[src/rtl/log2_iter_if.sv]
// Handshake bundle for log2_iter: ready/valid on the input side, valid/yumi on the result side.
// The producer/consumer uses the master modport; the log2 unit uses the slave modport.
interface log2_iter_if #(
  parameter int width_p = 32
);
  logic [width_p-1:0] data_i;
  logic               v_i;
  logic               ready_o;
  logic [width_p-1:0] data_o;
  logic               exact_o;
  logic               zero_o;
  logic               v_o;
  logic               yumi_i;

  modport master (
    output data_i, v_i, yumi_i,
    input  ready_o, data_o, exact_o, zero_o, v_o
  );

  modport slave (
    input  data_i, v_i, yumi_i,
    output ready_o, data_o, exact_o, zero_o, v_o
  );
endinterface

[src/rtl/log2_iter.sv]
// Iterative floor(log2(x)) unit: retires step_p bit positions per BUSY cycle and
// also flags exact powers of two and zero. step_p must be 1, 2 or 4 and divide width_p.
module log2_iter #(
  parameter int width_p = 32,
  parameter int step_p  = 1
) (
  input  logic            clk_i,
  input  logic            reset_i,
  log2_iter_if.slave      io
);

  typedef enum logic [1:0] {IDLE, BUSY, DONE} state_e;

  state_e             state_q, state_d;
  logic [width_p-1:0] val_q, val_d;
  logic [width_p-1:0] cnt_q, cnt_d;
  logic               exact_q, exact_d;
  logic               zero_q, zero_d;

  logic [width_p-1:0] val_shift;
  logic [width_p-1:0] low_msb;
  logic               accept;

  assign val_shift = val_q >> step_p;
  assign accept    = io.v_i & io.ready_o;

  // Highest set bit among the step_p bits left once the shift would empty val.
  always_comb begin
    low_msb = '0;
    for (int i = 0; i < step_p; i++) begin
      if (val_q[i]) low_msb = width_p'(i);
    end
  end

  always_comb begin
    state_d = state_q;
    val_d   = val_q;
    cnt_d   = cnt_q;
    exact_d = exact_q;
    zero_d  = zero_q;
    unique case (state_q)
      IDLE: begin
        if (accept) begin
          val_d   = io.data_i;
          cnt_d   = '0;
          zero_d  = (io.data_i == '0);
          exact_d = (io.data_i != '0) &&
                    ((io.data_i & (io.data_i - width_p'(1))) == '0);
          state_d = (io.data_i == '0) ? DONE : BUSY;
        end
      end
      BUSY: begin
        if (val_shift != '0) begin
          val_d = val_shift;
          cnt_d = cnt_q + width_p'(step_p);
        end else begin
          cnt_d   = cnt_q + low_msb;
          state_d = DONE;
        end
      end
      DONE: begin
        if (io.yumi_i) state_d = IDLE;
      end
      default: state_d = IDLE;
    endcase
  end

  always_ff @(posedge clk_i) begin
    if (reset_i) begin
      state_q <= IDLE;
      val_q   <= '0;
      cnt_q   <= '0;
      exact_q <= 1'b0;
      zero_q  <= 1'b0;
    end else begin
      state_q <= state_d;
      val_q   <= val_d;
      cnt_q   <= cnt_d;
      exact_q <= exact_d;
      zero_q  <= zero_d;
    end
  end

  // cnt is zero for a zero input, so data_o needs no separate masking.
  assign io.ready_o = (state_q == IDLE) & ~reset_i;
  assign io.v_o     = (state_q == DONE);
  assign io.data_o  = cnt_q;
  assign io.exact_o = exact_q;
  assign io.zero_o  = zero_q;

endmodule

[src/flat_wrapper.sv]
// flat-port wrapper written by rule: the top's interface ports become plain ports
module log2_iter_flat 
#(
  parameter int width_p = 32,
  parameter int step_p  = 1
)
  (clk_i, reset_i, io_data_i, io_v_i, io_yumi_i, io_ready_o, io_data_o, io_exact_o, io_zero_o, io_v_o);
  log2_iter_if #(.width_p(width_p)) io_i ();
  input  logic clk_i;
  input  logic reset_i;
  input wire logic [$bits(io_i.data_i)-1:0] io_data_i;
  input wire logic [$bits(io_i.v_i)-1:0] io_v_i;
  input wire logic [$bits(io_i.yumi_i)-1:0] io_yumi_i;
  output wire logic [$bits(io_i.ready_o)-1:0] io_ready_o;
  output wire logic [$bits(io_i.data_o)-1:0] io_data_o;
  output wire logic [$bits(io_i.exact_o)-1:0] io_exact_o;
  output wire logic [$bits(io_i.zero_o)-1:0] io_zero_o;
  output wire logic [$bits(io_i.v_o)-1:0] io_v_o;
  assign io_i.data_i = io_data_i;
  assign io_i.v_i = io_v_i;
  assign io_i.yumi_i = io_yumi_i;
  assign io_ready_o = io_i.ready_o;
  assign io_data_o = io_i.data_o;
  assign io_exact_o = io_i.exact_o;
  assign io_zero_o = io_i.zero_o;
  assign io_v_o = io_i.v_o;
  log2_iter #(.width_p(width_p), .step_p(step_p)) u_core (.clk_i(clk_i), .reset_i(reset_i), .io(io_i));
endmodule
[config.mk]
export PLATFORM = sky130hd
export DESIGN_NAME = log2_iter_flat
export DESIGN_NICKNAME = d
export VERILOG_FILES = /design/src/rtl/log2_iter_if.sv /design/src/rtl/log2_iter.sv /design/src/flat_wrapper.sv
export SDC_FILE = /design/constraint.sdc
export NUM_CORES = 1
export LEC_CHECK = 0
export CAP_MARGIN = 20
export CORE_MARGIN = 1.5
export CORE_UTILIZATION = 45
export CTS_CLUSTER_DIAMETER = 30
export DETAILED_ROUTE_END_ITERATION = 6
export GPL_ROUTABILITY_DRIVEN = 0
export PLACE_DENSITY = 0.72
export SYNTH_ARGS = -nofsm -noshare
export SYNTH_HDL_FRONTEND = slang
export SYNTH_SLANG_ARGS = --single-unit
export TNS_END_PERCENT = 5
[constraint.sdc]
create_clock -name clk_i -period 2.8 [get_ports clk_i]
set_clock_uncertainty 0.15 [all_clocks]
set_input_delay 0.42 -clock clk_i [delete_from_list [all_inputs] [get_ports clk_i]]
set_output_delay 0.42 -clock clk_i [all_outputs]
set_load 0.1 [all_outputs]
==> reports/metrics.cfg <==
[sta]
fin_ws_ns=0.0972
worstMarginPinSlew_ns=0.449
max_freq_mhz=370
finalHoldViolations=0
slew_violations=0
min_period_ns=2.70
max-slew-margin-rel_pct=69.8
setup_violations=0
finalCritPeriodShare_pct=96.5

[clock_network]
cts_root_buf=clkbuf_8
clockBufferDepth=2
clk_pin_slew_ns=0.07
cts_buffers=9
clock-sinks=67
cts_tree=yes
clk_latency_ns=0.34
htree_levels=3

[finish]
nNetsFinal=585
design_area_um2=4690
fillers=631
drive_gt1_share_pct=20.3
area_delta_synth_final_pct=36.9
n_antenna_cell=0

[floorplanning]
coreArea_um2=7290
die_x_um=90.3
initial_core_util_pct=47.0
die_y_um=90.3
fp-row-count=31
dieArea_um2=8150
top_level_ports=72

[synthesis]
synth_top_family_by_area=simple AND/OR/NAND/NOR gates
seq_area_frac_synth_pct=39.1
synth_nets=483
synth_compound_area_share_pct=15.9
synthAdderAreaFrac_pct=0.949
synthSimpleGateAreaFrac_pct=33.7
yosysUniqueCellTypes=43
yosys_register_bits=67
netlist_area_um2=3430
avgSynthCellArea_um2=7.68
synthXorXnorAreaFrac_pct=6.39
yosysWarnings=0
muxShareOfSynthArea_pct=0.329
syn-instance-count=446

[global_routing]
grt_max_degree=45
antenna_found_initial=0
overflow=0
grt_pass1_vias=3198
grt_usage_pct=22.9
grt_pass1_wl_um=15200

[critical_path]
cp-end-kind=register
crit_path_end=u_core.io.exact_o
worstSetupPathType=in -> reg
r2r_slack_ns=0.37
cp_max_fo=6
worst_ep_required_time_ns=2.93
startpoint_type=primary input
reg2regPathDepth=6
r2r_start=u_core.io.data_o[7]
reg2reg_to=u_core.io.data_o[28]
crit_start=io_data_i[3]
cp.arrival_ns=2.83

[routing]
routed_wl_um=9090
drtPass1Iterations=4
drt_iter0_drc=148
vias_per_cell=5.48
wl_per_cell_um=13.9
ant_nets=0
via_count=3572
drc=0

[worst_hold_path]
hp-class=reg -> reg

[place]
io_buffers=71
hpwl_um=6770
place_area_um2=4440
pre_cts_ws_ns=-0.274

[flow_run]
drv_cap=0

[outcome]
status=completed

[pwr]
power.density_nw_per_um2=490
ir_drop_mv=0.287
p_leak_nw=1.71

-- worst min-delay path by stage --
stage                            from           endpoint  slack, ns  cells after the start
finish              u_core.io.exact_o  u_core.io.exact_o       0.33                      2
global route        u_core.io.exact_o  u_core.io.exact_o       0.34                      2
CTS                 u_core.io.exact_o  u_core.io.exact_o       0.32                      2
detailed placement  u_core.io.exact_o  u_core.io.exact_o       0.31                      2
global placement    u_core.io.exact_o  u_core.io.exact_o       0.32                      2
floorplan            u_core.val_q[31]   u_core.val_q[31]       0.31                      2
-- cells in the mapped netlist --
cell,instances,area (um2)
or2_2,1,6.26
nor3_2,1,10.0
a31oi_1,1,6.26
and2_1,3,18.8
a21o_1,1,7.51
a311oi_1,30,263
o41ai_1,2,17.5
o21ai_1,4,20.0
a211o_1,2,17.5
inv_1,8,30.0
a211oi_1,4,30.0
nand4_2,1,12.5
nand4_1,10,62.6
o21ai_0,11,55.1
a221oi_1,1,8.76
mux2_2,1,11.3
o21a_1,1,7.51
buf_6,1,11.3
maj3_1,2,20.0
and4_1,4,35.0
nor4_1,13,81.3
or3_1,11,68.8
o32a_1,1,10.0
nor3_1,20,100
ha_1,1,12.5
nor4_4,1,21.3
a21oi_1,14,70.1
xnor2_1,19,166
nand2_1,81,304
nand2b_1,4,25.0
or4_4,1,11.3
and3_1,3,18.8
nand3_2,1,10.0
nor2b_1,3,18.8
a211oi_2,1,12.5
or4_1,3,22.5
o31ai_2,1,12.5
nand3_1,13,65.1
nor2_1,70,263
dfxtp_1,67,1340
clkbuf_1,22,82.6
o22ai_1,1,6.26
xor2_1,6,52.6
-- registers in the layout, indices dropped and copies added, names as in the netlist --
name and count:
u_core.io.data_o 32, u_core.io.exact_o 1, u_core.io.zero_o 1, u_core.state_q 2
u_core.val_q 31
-- cell usage in the layout (no fill, tap or decap), drive strengths merged, types with 15 or more instances in the layout --
cell / netlist / layout
nand2: 81 / 81
buf: 1 / 79
nor2: 70 / 70
dfxtp: 67 / 67
clkdlybuf4s50: 0 / 35
a311oi: 30 / 30
nor3: 21 / 21
xnor2: 19 / 19
o21ai: 15 / 15
-- worst max-delay path, stage by stage --
cell and delay, ns:
clkdlybuf4s50_1 0.42, or4_4 0.56, nor4_4 0.23, buf_6 0.16, nand3_2 0.09, a211oi_2 0.18, o22ai_1 0.11, or4_1 0.52
o21ai_1 0.12
-- routing by layer --
layer  vias to the layer above  track usage [%]  share of wire, %
met5                         -                0                 0
li1                       1806                -                 -
met2                        94             34.7                44
met3                        10             3.45               4.5
met1                      1662             32.8                50
met4                         0             8.20               1.3
-- final cells by class --
| class | count | area [um2] | share of cell area (%) |
|---|---|---|---|
| Clock inverter | 5 | 62.6 | 1.33 |
| Clock buffer | 11 | 141 | 3.01 |
| Timing Repair Buffer | 114 | 972 | 20.7 |
| Inverter | 8 | 30.0 | 0.640 |
| Multi-Input combinational cell | 348 | 2020 | 43.1 |
| Tap cell | 99 | 124 | 2.64 |
| Sequential cell | 67 | 1340 | 28.6 |
-- cells by family (layout without fill, tap and decap cells) --
group,after synthesis,after routing
flops,67,67
fa+ha+maj,3,3
compound gates,75,75
xor+xnor,25,25
mux,1,1
simple gates,244,244
buf+inv,31,138
-- per-stage QoR --
step           hold WS [ns]  utilization, %  TNS, ns  std cells  power, mW
2_1_floorplan         0.311               -   -0.348        446       1.30
4_1_cts               0.320            63.7        0        652       2.31
3_3_place_gp          0.316            60.9   -0.520        636       1.48
5_1_grt               0.339            64.4  -0.0300        652       2.42
6_report              0.329            64.4        0        652       2.30
3_5_place_dp          0.309            60.9   -0.776        636       1.49
-- where the power goes --
part	switching (mW)	internal (mW)
logic	0.232	0.182
clock network	0.388	0.439
registers	0.0497	1.01
total	0.670	1.63
-- timing repair --
item	4_1_cts	5_1_grt
hold endpoints to repair	0	0
hold buffers	0	0
gates resized for setup	0	9
buffers inserted	0	0
endpoints found under the setup margin	0	2
Power figures use the tool's default switching activity.
